File: src/rtl/ifu_pkg.sv
// Shared types and constants for the instruction fetch unit.
package ifu_pkg;

    typedef enum logic [1:0] {
        BOOT  = 2'd0,
        FETCH = 2'd1,
        HALT  = 2'd2
    } ifu_state_t;

    // One fetch-queue slot: the word and the address it was fetched from.
    typedef struct packed {
        logic [31:0] pc;
        logic [31:0] instruction;
    } ifu_entry_t;

    localparam logic [31:0] PC_STEP   = 32'd4;
    localparam logic [31:0] NOP_INSTR = 32'h0000_0013;

endpackage

File: src/rtl/fetch_queue.sv
// Circular buffer of fetched {pc, instruction} entries with push, pop and
// flush. Flush wins over push/pop. DEPTH must be a power of two so the
// read/write pointers wrap naturally.
module fetch_queue
    import ifu_pkg::*;
#(
    parameter int DEPTH = 2
) (
    input  logic                     clk,
    input  logic                     reset,
    input  logic                     push,
    input  logic                     pop,
    input  logic                     flush,
    input  ifu_entry_t               push_entry,
    output ifu_entry_t               head,
    output logic [$clog2(DEPTH):0]   count
);

    localparam int PW = $clog2(DEPTH);
    localparam int CW = PW + 1;
    localparam logic [CW-1:0] FULL_COUNT = CW'(DEPTH);

    ifu_entry_t    mem [DEPTH];
    logic [PW-1:0] wr_ptr;
    logic [PW-1:0] rd_ptr;
    logic          do_push;
    logic          do_pop;

    // A pop needs an entry; a push needs room unless a pop frees a slot.
    assign do_pop  = pop && (count != '0);
    assign do_push = push && ((count != FULL_COUNT) || do_pop);

    assign head = mem[rd_ptr];

    // Pointer, occupancy and storage update.
    always_ff @(posedge clk or negedge reset) begin
        if (!reset) begin
            wr_ptr <= '0;
            rd_ptr <= '0;
            count  <= '0;
            for (int i = 0; i < DEPTH; i++) begin
                mem[i] <= '0;
            end
        end else if (flush) begin
            wr_ptr <= '0;
            rd_ptr <= '0;
            count  <= '0;
        end else begin
            if (do_push) begin
                mem[wr_ptr] <= push_entry;
                wr_ptr      <= wr_ptr + PW'(1);
            end
            if (do_pop) begin
                rd_ptr <= rd_ptr + PW'(1);
            end
            if (do_push && !do_pop) begin
                count <= count + CW'(1);
            end else if (!do_push && do_pop) begin
                count <= count - CW'(1);
            end
        end
    end

endmodule

File: src/rtl/instruction_fetch_unit.sv
// Instruction fetch unit: drives the instruction-memory address, captures
// the combinationally returned word into a small queue and presents it to
// decode over valid/ready. Redirects flush the queue and reload the PC.
// Optional feature macro: IFU_MISALIGN_TRAP_EN (misaligned redirect traps
// and halts fetch; without it redirect targets are forced word-aligned).
module instruction_fetch_unit
    import ifu_pkg::*;
#(
    parameter logic [31:0] RESET_PC    = 32'h0000_0000,
    parameter int          QUEUE_DEPTH = 2
) (
    input  logic        clk,
    input  logic        reset,
    output logic [31:0] imem_pc,
    input  logic [31:0] imem_instruction,
    input  logic        redirect_valid,
    input  logic [31:0] redirect_pc,
    output logic        out_valid,
    input  logic        out_ready,
    output logic [31:0] out_instruction,
    output logic [31:0] out_pc
`ifdef IFU_MISALIGN_TRAP_EN
    ,
    output logic        fetch_exception
`endif
);

    localparam int CW = $clog2(QUEUE_DEPTH) + 1;

    ifu_state_t    state;
    ifu_state_t    state_next;
    logic [31:0]   pc;
    logic [31:0]   pc_next;
    logic [31:0]   redirect_target;
    logic [CW-1:0] count;
    logic          q_full;
    logic          q_empty;
    logic          push;
    logic          pop;
    logic          flush;
    ifu_entry_t    head;
    ifu_entry_t    push_entry;
`ifdef IFU_MISALIGN_TRAP_EN
    logic          trap;
`endif

`ifdef IFU_MISALIGN_TRAP_EN
    assign redirect_target = redirect_pc;
`else
    assign redirect_target = redirect_pc & ~32'h3;
`endif

    assign q_full  = (count == CW'(QUEUE_DEPTH));
    assign q_empty = (count == '0);

    assign imem_pc         = pc;
    assign out_valid       = !q_empty && (state != HALT);
    assign out_instruction = head.instruction;
    assign out_pc          = head.pc;

    // A handshake coinciding with a redirect is harmless: flush wins inside
    // the queue, so the popped entry is simply discarded with the rest.
    assign pop        = out_valid && out_ready;
    assign push_entry = '{pc: pc, instruction: imem_instruction};

    // Next state, next PC and queue controls; redirect takes priority.
    always_comb begin
        state_next = state;
        pc_next    = pc;
        push       = 1'b0;
        flush      = 1'b0;
`ifdef IFU_MISALIGN_TRAP_EN
        trap       = 1'b0;
`endif
        case (state)
            BOOT: begin
                state_next = FETCH;
                if (redirect_valid) begin
                    flush   = 1'b1;
                    pc_next = redirect_target;
                end
            end
            FETCH: begin
                if (redirect_valid) begin
                    flush = 1'b1;
`ifdef IFU_MISALIGN_TRAP_EN
                    if (redirect_pc[1:0] != 2'b00) begin
                        trap       = 1'b1;
                        state_next = HALT;
                    end else begin
                        pc_next = redirect_target;
                    end
`else
                    pc_next = redirect_target;
`endif
                end else if (!q_full || pop) begin
                    push    = 1'b1;
                    pc_next = pc + PC_STEP;
                end
            end
`ifdef IFU_MISALIGN_TRAP_EN
            HALT: begin
                // Frozen until reset.
            end
`endif
            default: begin
                state_next = BOOT;
            end
        endcase
    end

    // State and PC registers.
    always_ff @(posedge clk or negedge reset) begin
        if (!reset) begin
            state <= BOOT;
            pc    <= RESET_PC;
        end else begin
            state <= state_next;
            pc    <= pc_next;
        end
    end

`ifdef IFU_MISALIGN_TRAP_EN
    // Sticky trap flag, cleared only by reset.
    always_ff @(posedge clk or negedge reset) begin
        if (!reset) begin
            fetch_exception <= 1'b0;
        end else if (trap) begin
            fetch_exception <= 1'b1;
        end
    end
`endif

    fetch_queue #(
        .DEPTH (QUEUE_DEPTH)
    ) u_fetch_queue (
        .clk        (clk),
        .reset      (reset),
        .push       (push),
        .pop        (pop),
        .flush      (flush),
        .push_entry (push_entry),
        .head       (head),
        .count      (count)
    );

endmodule
File: config.mk
export PLATFORM = sky130hd
export DESIGN_NAME = instruction_fetch_unit
export DESIGN_NICKNAME = d
export VERILOG_FILES = /design/src/rtl/ifu_pkg.sv /design/src/rtl/fetch_queue.sv /design/src/rtl/instruction_fetch_unit.sv
export SDC_FILE = /design/constraint.sdc
export NUM_CORES = 1
export LEC_CHECK = 0
export ABC_CLOCK_PERIOD_IN_PS = 4400
export BUFFER_PORTS_ARGS = -buffer_cell sky130_fd_sc_hd__buf_2
export CAP_MARGIN = 25
export CORE_MARGIN = 2
export CORE_UTILIZATION = 40
export DETAILED_ROUTE_END_ITERATION = 10
export HOLD_SLACK_MARGIN = 0.1
export PLACE_DENSITY = 0.63
export SLEW_MARGIN = 5
export SYNTH_ARGS = -nofsm -noshare
export SYNTH_HDL_FRONTEND = slang
export SYNTH_SLANG_ARGS = --single-unit
File: constraint.sdc
create_clock -name clk -period 4.4 [get_ports clk]
set_input_delay 0.88 -clock clk [delete_from_list [all_inputs] [get_ports clk]]
set_output_delay 0.88 -clock clk [all_outputs]
set_load 0.05 [all_outputs]
# == Word level (Yosys, flattened, before mapping) ==
# Cells that the tools add are included.
# word_totals
register_bits,166
elab_cells,72
output_inout_bits,97
inputBits,68
# op_classes
n_addsub,5
mux,23
bitwise,3
n_eq_ne,6
n_reduce_logical,23
n_lt_le_gt_ge,3
# ops
operator,n
2-to-1 mux 64 bit,4
bitwise mux 128 bit,1
2-to-1 mux 32 bit,3
demux 64 bit (select 1 bit),1
case mux 32 bit (2 select lines),1
"adder 32 x 3 -> 32 bit, second input constant",1
2-to-1 mux 1 bit,9
nonzero test 2 bit,4
logical AND 1 bit,7
2-to-1 mux 2 bit,3
"inequality test 2 bit, second input constant",3
">= comparator 2 bit, second input constant",2
logical NOT 1 bit,4
logical NOT 2 bit,2
NOT 1 -> 2 bit,2
case mux 2 bit (2 select lines),1
"inequality test 3 bit, second input constant",1
AND reduction 3 bit,1
nonzero test 3 bit,1
"adder 1 bit, second input constant",2
"adder 2 x 1 -> 2 bit, second input constant",1
"equality test 2 x 1 -> 1 bit, second input constant",1
"equality test 2 bit, second input constant",1
logical OR 1 bit,2
other kinds (5),5

# == Logic depth before layout (Yosys ltp) ==
# logic_depth
depth_word,14
ltp_mapped,7
ltp_nobuf,5

# == Modules after synthesis ==
# Synthesis repeated with hierarchy kept, for this count alone.
# hier_totals
hier_cells,581
area_unflattened_um2,7861.3
# modules_own_cells
mod,instances,seq_area_each_um2,area_per_inst_um2,cells_per_inst
fetch_queue,1,3303.2,5913.2,365
instruction_fetch_unit,1,775.7,1948.1,216

# == Least setup slack after synthesis ==
# Ideal clock, no wire load.
# synth_timing
path_type,input to register
from,input out_ready
to,register u_fetch_queue.mem[10] (netlist bit)
slack_ns,1.937
path_stages,6
path_buffers,3
setup_time_ns,0.125
required_time_ns,4.275
t_arrival_ns,2.339
cell_sequence,or3b_2 -> clkbuf_1 -> nand3_1 -> buf_2 -> buf_2 -> mux2_2
# synth_between
elab_chain_len,7
elab_cells_between_ends,9
classes_between,mux: 3; reduce/logical: 6
# synth_lines
item,line,text
start: declaration,instruction_fetch_unit.sv:19,"input logic out_ready,"
logical AND 1 bit (*),instruction_fetch_unit.sv:63,assign pop = out_valid && out_ready;
logical OR 1 bit,instruction_fetch_unit.sv:96,end else if (!q_full || pop) begin
2-to-1 mux 1 bit,instruction_fetch_unit.sv:96,
2-to-1 mux 1 bit,instruction_fetch_unit.sv:84,if (redirect_valid) begin
2-to-1 mux 1 bit,instruction_fetch_unit.sv:75,case (state)
logical AND 1 bit (*),fetch_queue.sv:31,assign do_push = push && ((count != FULL_COUNT) || do_pop);
AND reduction 2 bit (no line) (*),n/a,
end signal: indexed assignment,fetch_queue.sv:50,mem[wr_ptr] <= push_entry;
end: declaration,fetch_queue.sv:23,ifu_entry_t mem [DEPTH];
# Mark *: on every way between the ends. The rest lies on a longest branch, timed or not.
# A chain may end at the register's enable or synchronous reset.

# == Final worst setup path ==
# layout_timing
from,register u_fetch_queue.rd_ptr
to,output out_instruction[21]
# layout_between
elab_chain_len,4
# layout_lines
item,line,text
start: declaration,fetch_queue.sv:25,logic [PW-1:0] rd_ptr;
start signal: assignment,fetch_queue.sv:54,rd_ptr <= rd_ptr + PW'(1);
NOT 1 -> 2 bit (not written as such),fetch_queue.sv:33,assign head = mem[rd_ptr];
2-to-1 mux 64 bit (not written as such) (3 in a row),fetch_queue.sv:33,
end: declaration,instruction_fetch_unit.sv:20,"output logic [31:0] out_instruction,"
# No other way between the ends. The select of a mux whose other input is x is not followed.

==> flow_metrics.py <==
metrics = {
    "min_path": {
        "hold_path.startpoint": "u_fetch_queue.mem[62]",
        "min_path_cells": 2,
        "hp-class": "flop to flop",
    },
    "cts": {
        "post_cts_buffers": 0,
        "clk_latency_ps": 420,
        "cts_root_buffer": "clkbuf_16",
        "numClockSinks": 159,
        "numCtsBuffers": 17,
        "clk_pin_slew_worst_paths_ps": 60,
        "clockBufferDepth": 2,
        "cts_hold_buf": 0,
        "cts_max_level": 4,
        "cts_tree": "done",
        "cts_resized": 0,
    },
    "global_route": {
        "grt_pass1_wl_mm": 28.25,
        "grt_pass1_vias": 5485,
        "antenna_found_initial": 0,
        "grt_use_total": 0.1814,
        "grt_overflow_total": 0,
        "grt_max_degree": 99,
    },
    "floorplan": {
        "fp.dieH_um": 140.2,
        "initial_utilization": 0.4104,
        "rows": 49,
        "core_um2": 18090,
        "die_area_um2": 19660,
        "io_pins": 165,
        "die_x_um": 140.2,
    },
    "power_and_ir_drop": {
        "clkPwrFrac": 0.301,
        "p_sw_uw": 1790,
        "pwr-share-seq": 0.391,
        "p_comb_frac": 0.307,
        "intPower_uw": 3417,
        "powerDensity_nw_per_um2": 575.6,
        "p_leak_uw": 0.003954,
        "peakVddDrop_mv": 0.2930,
        "p_sw_frac": 0.3438,
    },
    "setup_path": {
        "cp_max_fo": 43,
        "path_class": "flop to output port",
        "worst_ep_required_time_ps": 3520,
        "reg2reg_from": "state[0]",
        "critPathCaptureType": "output port",
        "critPathLaunch": "u_fetch_queue.rd_ptr",
        "arrival_ps": 2150,
        "ff2ff_path_depth": 5,
        "worstSetupStartpointType": "flop",
    },
    "final_layout": {
        "fin_area_um2": 9047,
        "area_growth_pct": 21.88,
        "finalNetCount": 798,
        "drive_gt1_frac": 0.5169,
    },
    "detailed_routing": {
        "drt_iter0_drc": 215,
        "drc": 0,
        "avgViaCountPerCell": 5.392,
        "dr.pass1.iters": 4,
        "via_count": 5225,
        "postRouteAntennaNets": 0,
        "drt_wl_total_mm": 17.42,
        "wl_per_cell_um": 17.98,
    },
    "synth": {
        "synthCells": 582,
        "async_reset_ff_frac": 1.000,
        "synth_area_per_cell_um2": 12.75,
        "synth-seq-area-share": 0.5360,
        "yosys_register_bits": 159,
        "ys.flop_type": "dfrtp_1",
        "ys_warn_count": 0,
        "synth-edff-count": 0,
        "synth_area_um2": 7423,
        "yosysUniqueCellTypes": 46,
    },
    "timing": {
        "finalSetupViolCount": 0,
        "slew_headroom": 0.3853,
        "slew_viol_final": 0,
        "skew_ps": 17.92,
        "fin_crit_sh": 0.6885,
        "fin_crit_ps": 3029,
        "hold_viol_final": 0,
        "rsz0062_at_grt": "no",
        "fmax_ghz": 0.3301,
        "tns_ps": 0,
        "tightest_slew_ps": 922.0,
    },
    "place": {
        "numPortBuffers": 158,
        "dpl_cell_area_um2": 8421,
        "gp_congestion": 0.7792,
        "place_hpwl_mm": 11.90,
    },
    "run": {
        "max-cap-violations": 0,
    },
    "outcome": {
        "status": "complete, no violations",
    },
}
-- metrics by stage --
step | setup WS, ps | power, uW | std cells | utilization | hold WS (ps)
2_1_floorplan | 1937 | 3302 | 585 | - | 444.4
3_3_place_gp | 1320 | 3614 | 939 | 0.4656 | 461.1
3_5_place_dp | 1277 | 3679 | 939 | 0.4656 | 474.9
4_1_cts | 1355 | 5270 | 968 | 0.5001 | 488.4
5_1_grt | 1302 | 5461 | 968 | 0.5001 | 514.2
6_report | 1371 | 5207 | 969 | 0.5002 | 481.7
-- registers in the layout, summed over array words and instances (netlist names) --
signal                count
u_fetch_queue.mem       124
u_fetch_queue.count       2
u_fetch_queue.wr_ptr      1
state                     1
imem_pc                  30
u_fetch_queue.rd_ptr      1
-- synthesized netlist by cell type (3+ instances only) --
master	n	area (um2)
or4_1	15	112.6
nor4_1	3	18.77
xor2_1	7	61.31
nor2b_1	4	25.02
nand2_1	31	116.4
buf_2	16	80.08
nor2_1	23	86.33
nand4_1	13	81.33
mux2_2	183	2061
or3_1	5	31.28
and4_1	4	35.03
buf_4	4	30.03
nand3_1	11	55.05
a31oi_1	14	87.58
o31ai_1	10	75.07
clkbuf_1	14	52.55
xnor2_1	5	43.79
buf_1	4	15.01
inv_1	4	15.01
o21ai_0	21	105.1
dfrtp_1	159	3979
-- area by class of cell --
cell class | count | area, um2
Inverter | 4 | 15.01
Clock inverter | 7 | 160.2
Sequential cell | 159 | 3980
Timing Repair Buffer | 164 | 867.1
Fill cell | 1599 | 9039
Antenna cell | 1 | 2.502
Clock buffer | 22 | 464.2
Multi-Input combinational cell | 383 | 3272
Tap cell | 229 | 286.5
-- power by group through the flow --
stage	logic (uW)	clock network [uW]	registers (uW)
after floorplan	1230	0	2070
after global placement	1580	0	2030
after detailed placement	1610	0	2070
after CTS	1620	1610	2040
after global routing	1690	1680	2090
final	1600	1570	2040
-- cells by family after synthesis --
group	share of synthesized area
and+or+nand+nor	0.09051
buffers and inverters	0.02747
AOI/OAI and AO/OA	0.04888
xor gates and xnor gates	0.01416
muxes	0.2803
adders and majority gates	0.001685
other	0.001012
DFF	0.5360
-- critical path, stage by stage, from the launching register on --
cell and delay [ps]:
dfrtp_2 760, buf_12 330, mux2_2 380, buf_2 220
-- layout by cell type, fill, tap and decap left out, types with 3 or more instances in the layout --
cell type | Yosys | routed
clkbuf_1 | 14 | 3
nor2b_1 | 4 | 4
nor4_1 | 3 | 3
xnor2_1 | 5 | 5
buf_4 | 4 | 4
nand2_1 | 31 | 31
o21ai_0 | 21 | 21
or3_1 | 5 | 5
clkbuf_16 | 0 | 17
nor2_1 | 23 | 22
mux2_2 | 183 | 183
buf_2 | 16 | 157
a31oi_1 | 14 | 14
xor2_1 | 7 | 7
bufinv_16 | 0 | 5
nand3_1 | 11 | 10
or4_1 | 15 | 15
inv_1 | 4 | 4
o31ai_1 | 10 | 10
nand4_1 | 13 | 13
dfrtp_1 | 159 | 158
conb_1 | 2 | 5
and4_1 | 4 | 4
-- metal layers --
metal,vias to the layer above,GRT usage,share of wire
met2,165,0.3083,0.49
li1,2418,-,-
met3,16,0.04444,0.061
met4,0,0.05423,0.011
met5,-,0,0
met1,2626,0.2306,0.44
-- final timing paths --
kind | end | slack, ps
min reg2reg | u_fetch_queue.mem[62] | 480
max | out_instruction[21] | 1370
min | u_fetch_queue.mem[62] | 480
max in group asynchronous | u_fetch_queue.mem[13] | 2800
max reg2reg | u_fetch_queue.mem[121] | 1840
min in group asynchronous | u_fetch_queue.mem[3] | 540
(Power assumes the default switching activity.)
